<file path="src/rtl/stall_logic.sv">
// stall_logic: load-use hazard detector between D/X (A, producer) and F/D (B, consumer).
// Build option: define STALL_LOGIC_MULDIV_EN to also stall on R-type mul/div producers.
//
// Ports:
//   clock, reset          rising-edge clock, synchronous active-high reset
//   is_not_noop           A is a real instruction (not a bubble)
//   opcodeA/alu_opcodeA   opcode and ALU op of A
//   opcodeB/alu_opcodeB   opcode and ALU op of B
//   a_write               destination register of A
//   b_read1/b_read2       decoded source registers of B
//   stallLW               combinational stall request (hold F/D and PC, bubble D/X)
//   stall_q               stallLW delayed by one cycle
//   stall_count           saturating count of stall cycles since reset
module stall_logic #(
    parameter int CNT_W = 16
) (
    input  logic             clock,
    input  logic             reset,
    input  logic             is_not_noop,
    input  logic [4:0]       opcodeA,
    input  logic [4:0]       opcodeB,
    input  logic [4:0]       alu_opcodeA,
    input  logic [4:0]       alu_opcodeB,
    input  logic [4:0]       a_write,
    input  logic [4:0]       b_read2,
    input  logic [4:0]       b_read1,
    output logic             stallLW,
    output logic             stall_q,
    output logic [CNT_W-1:0] stall_count
);

    localparam logic [4:0] OP_RTYPE = 5'b00000;
    localparam logic [4:0] OP_BNE   = 5'b00010;
    localparam logic [4:0] OP_JR    = 5'b00100;
    localparam logic [4:0] OP_ADDI  = 5'b00101;
    localparam logic [4:0] OP_BLT   = 5'b00110;
    localparam logic [4:0] OP_SW    = 5'b00111;
    localparam logic [4:0] OP_LW    = 5'b01000;
    localparam logic [4:0] OP_BEX   = 5'b10110;

    localparam logic [4:0] ALU_SLL  = 5'b00100;
    localparam logic [4:0] ALU_SRA  = 5'b00101;
`ifdef STALL_LOGIC_MULDIV_EN
    localparam logic [4:0] ALU_MUL  = 5'b00110;
    localparam logic [4:0] ALU_DIV  = 5'b00111;
`endif

    logic             prod_a;
    logic             use1;
    logic             use2;
    logic             stall_d;
    logic [CNT_W-1:0] cnt_q;
    logic [CNT_W-1:0] cnt_d;

    // Producer: a valid A whose result is not yet available to B's read stage.
    // Writes to $0 are discarded, so they never create a hazard.
`ifdef STALL_LOGIC_MULDIV_EN
    assign prod_a = is_not_noop && (a_write != 5'd0) &&
                    ((opcodeA == OP_LW) ||
                     ((opcodeA == OP_RTYPE) &&
                      ((alu_opcodeA == ALU_MUL) ||
                       (alu_opcodeA == ALU_DIV))));
`else
    assign prod_a = is_not_noop && (a_write != 5'd0) &&
                    (opcodeA == OP_LW);

    logic unused_alu_opcode_a;
    assign unused_alu_opcode_a = ^alu_opcodeA;
`endif

    // Which read ports B really consumes. sw's rs2 (store data) is left
    // out: it is forwarded W->M, so it never needs a bubble.
    always_comb begin
        use1 = 1'b0;
        use2 = 1'b0;
        case (opcodeB)
            OP_RTYPE: begin
                use1 = 1'b1;
                use2 = (alu_opcodeB != ALU_SLL) &&
                       (alu_opcodeB != ALU_SRA);
            end
            OP_BNE, OP_BLT: begin
                use1 = 1'b1;
                use2 = 1'b1;
            end
            OP_JR, OP_ADDI, OP_SW, OP_LW: begin
                use1 = 1'b1;
            end
            OP_BEX: begin
                use2 = 1'b1;
            end
            default: begin
                use1 = 1'b0;
                use2 = 1'b0;
            end
        endcase
    end

    assign stallLW = !reset && prod_a &&
                     ((use1 && (b_read1 == a_write)) ||
                      (use2 && (b_read2 == a_write)));

    assign stall_d = stallLW;

    // Saturating counter: holds at all-ones instead of wrapping.
    always_comb begin
        cnt_d = cnt_q;
        if (stallLW && (cnt_q != {CNT_W{1'b1}})) begin
            cnt_d = cnt_q + {{(CNT_W-1){1'b0}}, 1'b1};
        end
    end

    always_ff @(posedge clock) begin
        if (reset) begin
            stall_q <= 1'b0;
            cnt_q   <= '0;
        end else begin
            stall_q <= stall_d;
            cnt_q   <= cnt_d;
        end
    end

    assign stall_count = cnt_q;

endmodule

</file>
<file path="config.mk">
export PLATFORM = sky130hd
export DESIGN_NAME = stall_logic
export DESIGN_NICKNAME = d
export VERILOG_FILES = /design/src/rtl/stall_logic.sv
export SDC_FILE = /design/constraint.sdc
export NUM_CORES = 1
export LEC_CHECK = 0
export ABC_AREA = 1
export CAP_MARGIN = 25
export CORE_MARGIN = 2
export CORE_UTILIZATION = 46
export CTS_CLUSTER_DIAMETER = 120
export DETAILED_ROUTE_END_ITERATION = 8
export GPL_ROUTABILITY_DRIVEN = 0
export PLACE_DENSITY = 0.83
export SLEW_MARGIN = 25
export SYNTH_ARGS = -nofsm -noshare
export SYNTH_HDL_FRONTEND = slang
export SYNTH_SLANG_ARGS = --single-unit
</file>
<file path="constraint.sdc">
create_clock -name clock -period 5.5 [get_ports clock]
set_input_delay 1.65 -clock clock [delete_from_list [all_inputs] [get_ports clock]]
set_output_delay 1.65 -clock clock [all_outputs]
set_load 0.02 [all_outputs]
</file>
==> results.cfg, run 1 <==
[setup_path]
endpoint_kind = output port
crit_end = stallLW
reg2reg_from = stall_count[0]
regToRegSetupSlack_ps = 3550
arrival_ps = 3470
rr_endpoint = stall_count[14]
setup.worst_path.start = a_write[1]
crit_required_ps = 3850
critPathMaxFanout = 4
cp-start-kind = input port
reg2reg_depth = 7
worstSetupPathType = in -> out

[power]
irDropWorstVdd_mv = 0.140
powerDensity_nw_per_um2 = 124
leakagePower_uw = 0.000806

[timing]
period_share = 0.931
finalHoldViolCount = 0
setup_violations = 0
clock_skew_ps = 2.85
slew_violations = 0
fin_ws_ps = 381
tightest_slew_ps = 381
rsz0062_at_grt = no
final.min_clock_period_ps = 5120
max_freq_mhz = 195
max-slew-margin-rel = 0.745
tns_ps = 0

[clock_network]
cts-root-buf = clkbuf_4
cts_sinks = 17
clockBufferDepth = 2
cts_hold_buf = 0
clk_pin_slew_ps = 100
htreeDepth = 1
post_cts_resized = 0
cts_tree = yes
cts_buffers = 3
clk_latency_ps = 300
postCtsSetupBuffers = 0

[layout]
final_cell_mix = nand2_1 (70), clkdlybuf4s50_1 (49), inv_1 (27)
diodes = 0
layout.area.seq_um2 = 340
stdcell_count = 304
drive_above_1_share = 0.0696
multi_input_comb_area_um2 = 870
syn_to_final_growth_pct = 38.2
final_core_util = 0.677
fillers = 251
finish.net_count = 313
final_common_cell = nand2_1

[floorplanning]
core_um2 = 2810
initial_core_util = 0.490
die_width_um = 58.7
rows = 19
die-area_um2 = 3440
fp.dieH_um = 58.7
ios = 56

[run_status]
violations = design-rule violations
run_status = complete, but fails checks

[yosys]
synth_cell_types = 28
synth_nets = 263
yosysTopAreaCell = dfxtp_1
ys_seq_area_frac = 0.248
syn-cell-area_um2 = 1370
synth_area_per_cell_um2 = 6.13
synthTopCellsByArea = dfxtp_1 (25%), nand2_1 (19%), nand4_1 (8.7%), inv_1 (7.4%), nor2_1 (6.6%)
synth_top_area_frac = 0.248
netlist_instances = 224
ys_warn_count = 0
ys_ff_latch = 17

[global_route]
grt_pass1_wl_mm = 6.22
grt_usage = 0.229
grt_max_degree = 21
grt_antenna_before_repair = 0
grt-ovfl-total = 0
grt_pass1_vias = 1428

[drt]
drc_errors = 4
vias_per_cell = 5.07
drtAntennaViolNets = 0
first_pass_iters = 6
wl_per_cell_um = 11.7
vias = 1540
wl_mm = 3.56
drtIter0Drc = 75

[placement]
placed_cells = 300
place_hpwl_mm = 2.73
portBuffers = 49
pre_cts_ws_ps = 368

[run]
maxCapViolCount = 0

[min_path]
hold_path.class = reg -> reg
-- flip-flops by register name (all words and copies together) (netlist names) --
signal	cells
stall_count	16
stall_q	1
-- cells by family (layout without fill, tap and decap cells) --
| family | count (synthesis) | in the layout | share of synthesized area |
|---|---|---|---|
| AOI/OAI and AO/OA | 17 | 17 | 0.0674 |
| DFF | 17 | 17 | 0.248 |
| xor gates and xnor gates | 12 | 12 | 0.0765 |
| and+or+nand+nor | 140 | 140 | 0.480 |
| adders and majority gates | 1 | 1 | 0.00911 |
| buffers and inverters | 37 | 86 | 0.119 |
-- cell usage after synthesis --
cell type / instances
nand2_1: 70
inv_1: 27
nor2_1: 24
nand4_1: 19
dfxtp_1: 17
a21oi_1: 12
nand3_1: 11
xnor2_1: 7
xor2_1: 5
nor2_2: 4
inv_2: 3
nor3_1: 3
a21boi_0: 2
and2_1: 2
buf_2: 2
nand3_2: 2
nand4_2: 2
o21ai_0: 2
a21o_1: 1
buf_4: 1
buf_6: 1
buf_8: 1
clkbuf_1: 1
clkinv_1: 1
ha_1: 1
nand2_4: 1
nand3b_1: 1
nor3_4: 1
-- where the power goes --
part	total, µW	internal [µW]	switching (µW)
combinational	43.2	26.1	17.1
clock	69.1	27.1	42.0
sequential	123	123	0.00579
total	235	176	59.1
-- worst min path at each step --
| stage | start | endpoint | slack (ps) | cells after the start |
|---|---|---|---|---|
| floorplan | stall_count[15] | stall_count[15] | 560 | 2 |
| global placement | stall_count[15] | stall_count[15] | 490 | 2 |
| detailed placement | stall_count[15] | stall_count[15] | 500 | 2 |
| CTS | stall_count[15] | stall_count[15] | 510 | 2 |
| global route | stall_count[15] | stall_count[15] | 540 | 2 |
| finish | stall_count[15] | stall_count[15] | 520 | 2 |
-- worst max-delay path: stages --
cell and delay [ps]:
clkdlybuf4s50_1 480, inv_1 110, nand2_1 50, nand2_1 60, nand2_1 40, nor2_1 140
nand3_2 120, a21boi_0 180, clkdlybuf4s50_1 630
-- metrics by stage --
step	hold WS, ps	power (µW)	cell area [µm²]
floorplan	559	142	1370
global placement	488	169	1870
detailed placement	498	169	1870
CTS	513	238	1900
global route	541	248	1900
finish	520	235	1900
-- layout make-up --
class,count,area share
tap,31,0.0204
sequential,17,0.179
clock inverter,1,0.00264
clock buffer,3,0.0119
timing repair buffer,51,0.266
inverter,31,0.0613
multi-input combinational,170,0.458
-- metal layers --
metal | vias up | share of wire | GRT usage
met5 | - | 0 | 0
met3 | 2 | 0.075 | 0.0462
met1 | 669 | 0.46 | 0.298
met2 | 50 | 0.46 | 0.403
met4 | 0 | 0.0048 | 0.0292
li1 | 819 | - | -
No activity file was read; power rests on OpenSTA's default activity.
==> run 2, diff against run 1 <==
--- a/config.mk
+++ b/config.mk
@@ -13,7 +13,7 @@
 export DETAILED_ROUTE_END_ITERATION = 8
 export GPL_ROUTABILITY_DRIVEN = 0
 export PLACE_DENSITY = 0.83
-export SLEW_MARGIN = 25
+export SKIP_CTS_REPAIR_TIMING = 1
 export SYNTH_ARGS = -nofsm -noshare
 export SYNTH_HDL_FRONTEND = slang
 export SYNTH_SLANG_ARGS = --single-unit
==> constraint.sdc (replaced) <==
create_clock -name clock -period 6.5 [get_ports clock]
set_input_delay 1.95 -clock clock [delete_from_list [all_inputs] [get_ports clock]]
set_output_delay 1.95 -clock clock [all_outputs]
set_load 0.02 [all_outputs]
==> run 2 against run 1 <==
The flow still finishes with violations (design-rule violations). Clock skew up 2.2 ps. Hold slack worse by 7.9 ps. Critical path type unchanged. Non-clock buffer count unchanged. Clock power down 15%. Sequential cell count unchanged. First-iteration DRC count down 27%. Critical path depth unchanged. Final cell count unchanged. Cell area unchanged. Largest power group unchanged. Total power down 15%. Die area unchanged. Via count up 2.5%.
==> results.cfg, run 2 (synthesis gave the netlist of run 1 again) <==
[run_status]
run_status = complete, but fails checks
violations = design-rule violations

[setup_path]
crit_required_ps = 4550
crit_path_cell_trace = clkdlybuf4s50_1, inv_1, nand2_1, nand2_1, nand2_1, nor2_1, nand3_2, a21boi_0, clkdlybuf4s50_1
endpoint_kind = output port
cp-start-kind = input port
critPathMaxFanout = 4
worstSetupPathType = in -> out
cp_slowest_cell = clkdlybuf4s50_1
critical-path-max-stage-delay_ps = 630
path_delay_family = buffers and inverters
timing.critical_path.buf_inv = 3
arrival_ps = 3740
path_common_cell = nand2_1

[layout]
largest_reg_flops = 16
final_common_cell = nand2_1
final_core_util = 0.677
final_cell_mix = nand2_1 (70), clkdlybuf4s50_1 (49), inv_1 (27)
drive_above_1_share = 0.0696
diodes = 0
syn_to_final_growth_pct = 38.2
finish.net_count = 313

[clock_network]
clk_pin_slew_ps = 100
clockBufferDepth = 2
clk_latency_ps = 300
cts_sinks = 17
cts_buffers = 3
cts_tree = yes
htreeDepth = 1
cts-root-buf = clkbuf_4

[timing]
period_share = 0.875
slew_violations = 0
final.min_clock_period_ps = 5690
clock_skew_ps = 5.08
rsz0062_at_grt = no
tightest_slew_ps = 386
max-slew-margin-rel = 0.742
tns_ps = 0
max_freq_mhz = 176
finalHoldViolCount = 0
setup_violations = 0

[placement]
place_hpwl_mm = 2.77
portBuffers = 49

[floorplanning]
initial_core_util = 0.490
core_um2 = 2810
die-area_um2 = 3440
ios = 56
fp.dieH_um = 58.7
rows = 19
die_width_um = 58.7

[global_route]
grt-ovfl-total = 0
grt_usage = 0.226
grt_pass1_vias = 1401
grt_antenna_before_repair = 0
grt_pass1_wl_mm = 6.07
grt_max_degree = 21

[run]
maxCapViolCount = 0

[drt]
m1WireLength_mm = 1.62
routed-wl-met3_um = 237
drc_errors = 4
top_layer = met4
wl_per_cell_um = 11.8
drtAntennaViolNets = 0
routed-wl-met2_mm = 1.69
first_pass_iters = 6
wl_mm = 3.57
vias = 1578
drtIter0Drc = 55
vias_per_cell = 5.19

[power]
leakagePower_uw = 0.000806
irDropWorstVdd_mv = 0.0785
powerDensity_nw_per_um2 = 105

[min_path]
hold_path.class = reg -> reg
[run 2: metal layers]
layer | track usage | vias up
li1 | - | 827
met1 | 0.281 | 696
met2 | 0.406 | 53
met3 | 0.0462 | 2
met4 | 0.0390 | 0
met5 | 0 | -
[run 2: power breakdown]
group	total, µW	switching (µW)	internal [µW]	leakage, µW
logic	36.5	14.4	22.1	0.000651
clock network	59.0	36.0	23.0	0.0000177
registers	104	0.00532	104	0.000137
[run 2: per-stage QoR]
step / total power (µW) / cell area, µm² / setup WS (ps) / cells / hold slack (ps)
after CTS: 202 / 1900 / 773 / 304 / 513
after global routing: 209 / 1900 / 651 / 304 / 548
after detailed placement: 143 / 1870 / 791 / 300 / 497
after floorplan: 120 / 1370 / 1440 / 224 / 559
after global placement: 143 / 1870 / 796 / 300 / 487
final: 200 / 1900 / 814 / 304 / 512
[run 2: area by class of cell]
class | count | area, µm²
Multi-Input combinational cell | 170 | 870
Timing Repair Buffer | 51 | 505
Clock inverter | 1 | 5.00
Fill cell | 265 | 907
Inverter | 31 | 116
Sequential cell | 17 | 340
Tap cell | 31 | 38.8
Clock buffer | 3 | 22.5
[run 2: final timing paths]
path	from	end	slack [ps]	cells past startpoint
worst max-delay path	a_write[1]	stallLW	810	9
worst min register to register	stall_count[15]	stall_count[15]	510	2
worst min-delay path	stall_count[15]	stall_count[15]	510	2
worst max register to register	stall_count[0]	stall_count[2]	4510	7
[run 2: tightest hold or removal path, stage by stage (launching register included)]
cell and delay (ps):
dfxtp_1 350, nand2_1 70, a21oi_1 50
==> run 3, diff against run 2 <==
--- a/config.mk
+++ b/config.mk
@@ -14,6 +14,7 @@
 export GPL_ROUTABILITY_DRIVEN = 0
 export PLACE_DENSITY = 0.83
 export SKIP_CTS_REPAIR_TIMING = 1
+export SLEW_MARGIN = 10
 export SYNTH_ARGS = -nofsm -noshare
 export SYNTH_HDL_FRONTEND = slang
 export SYNTH_SLANG_ARGS = --single-unit
==> results of run 3 <==
Final layout, timing and power as in run 2 (identical DEF).
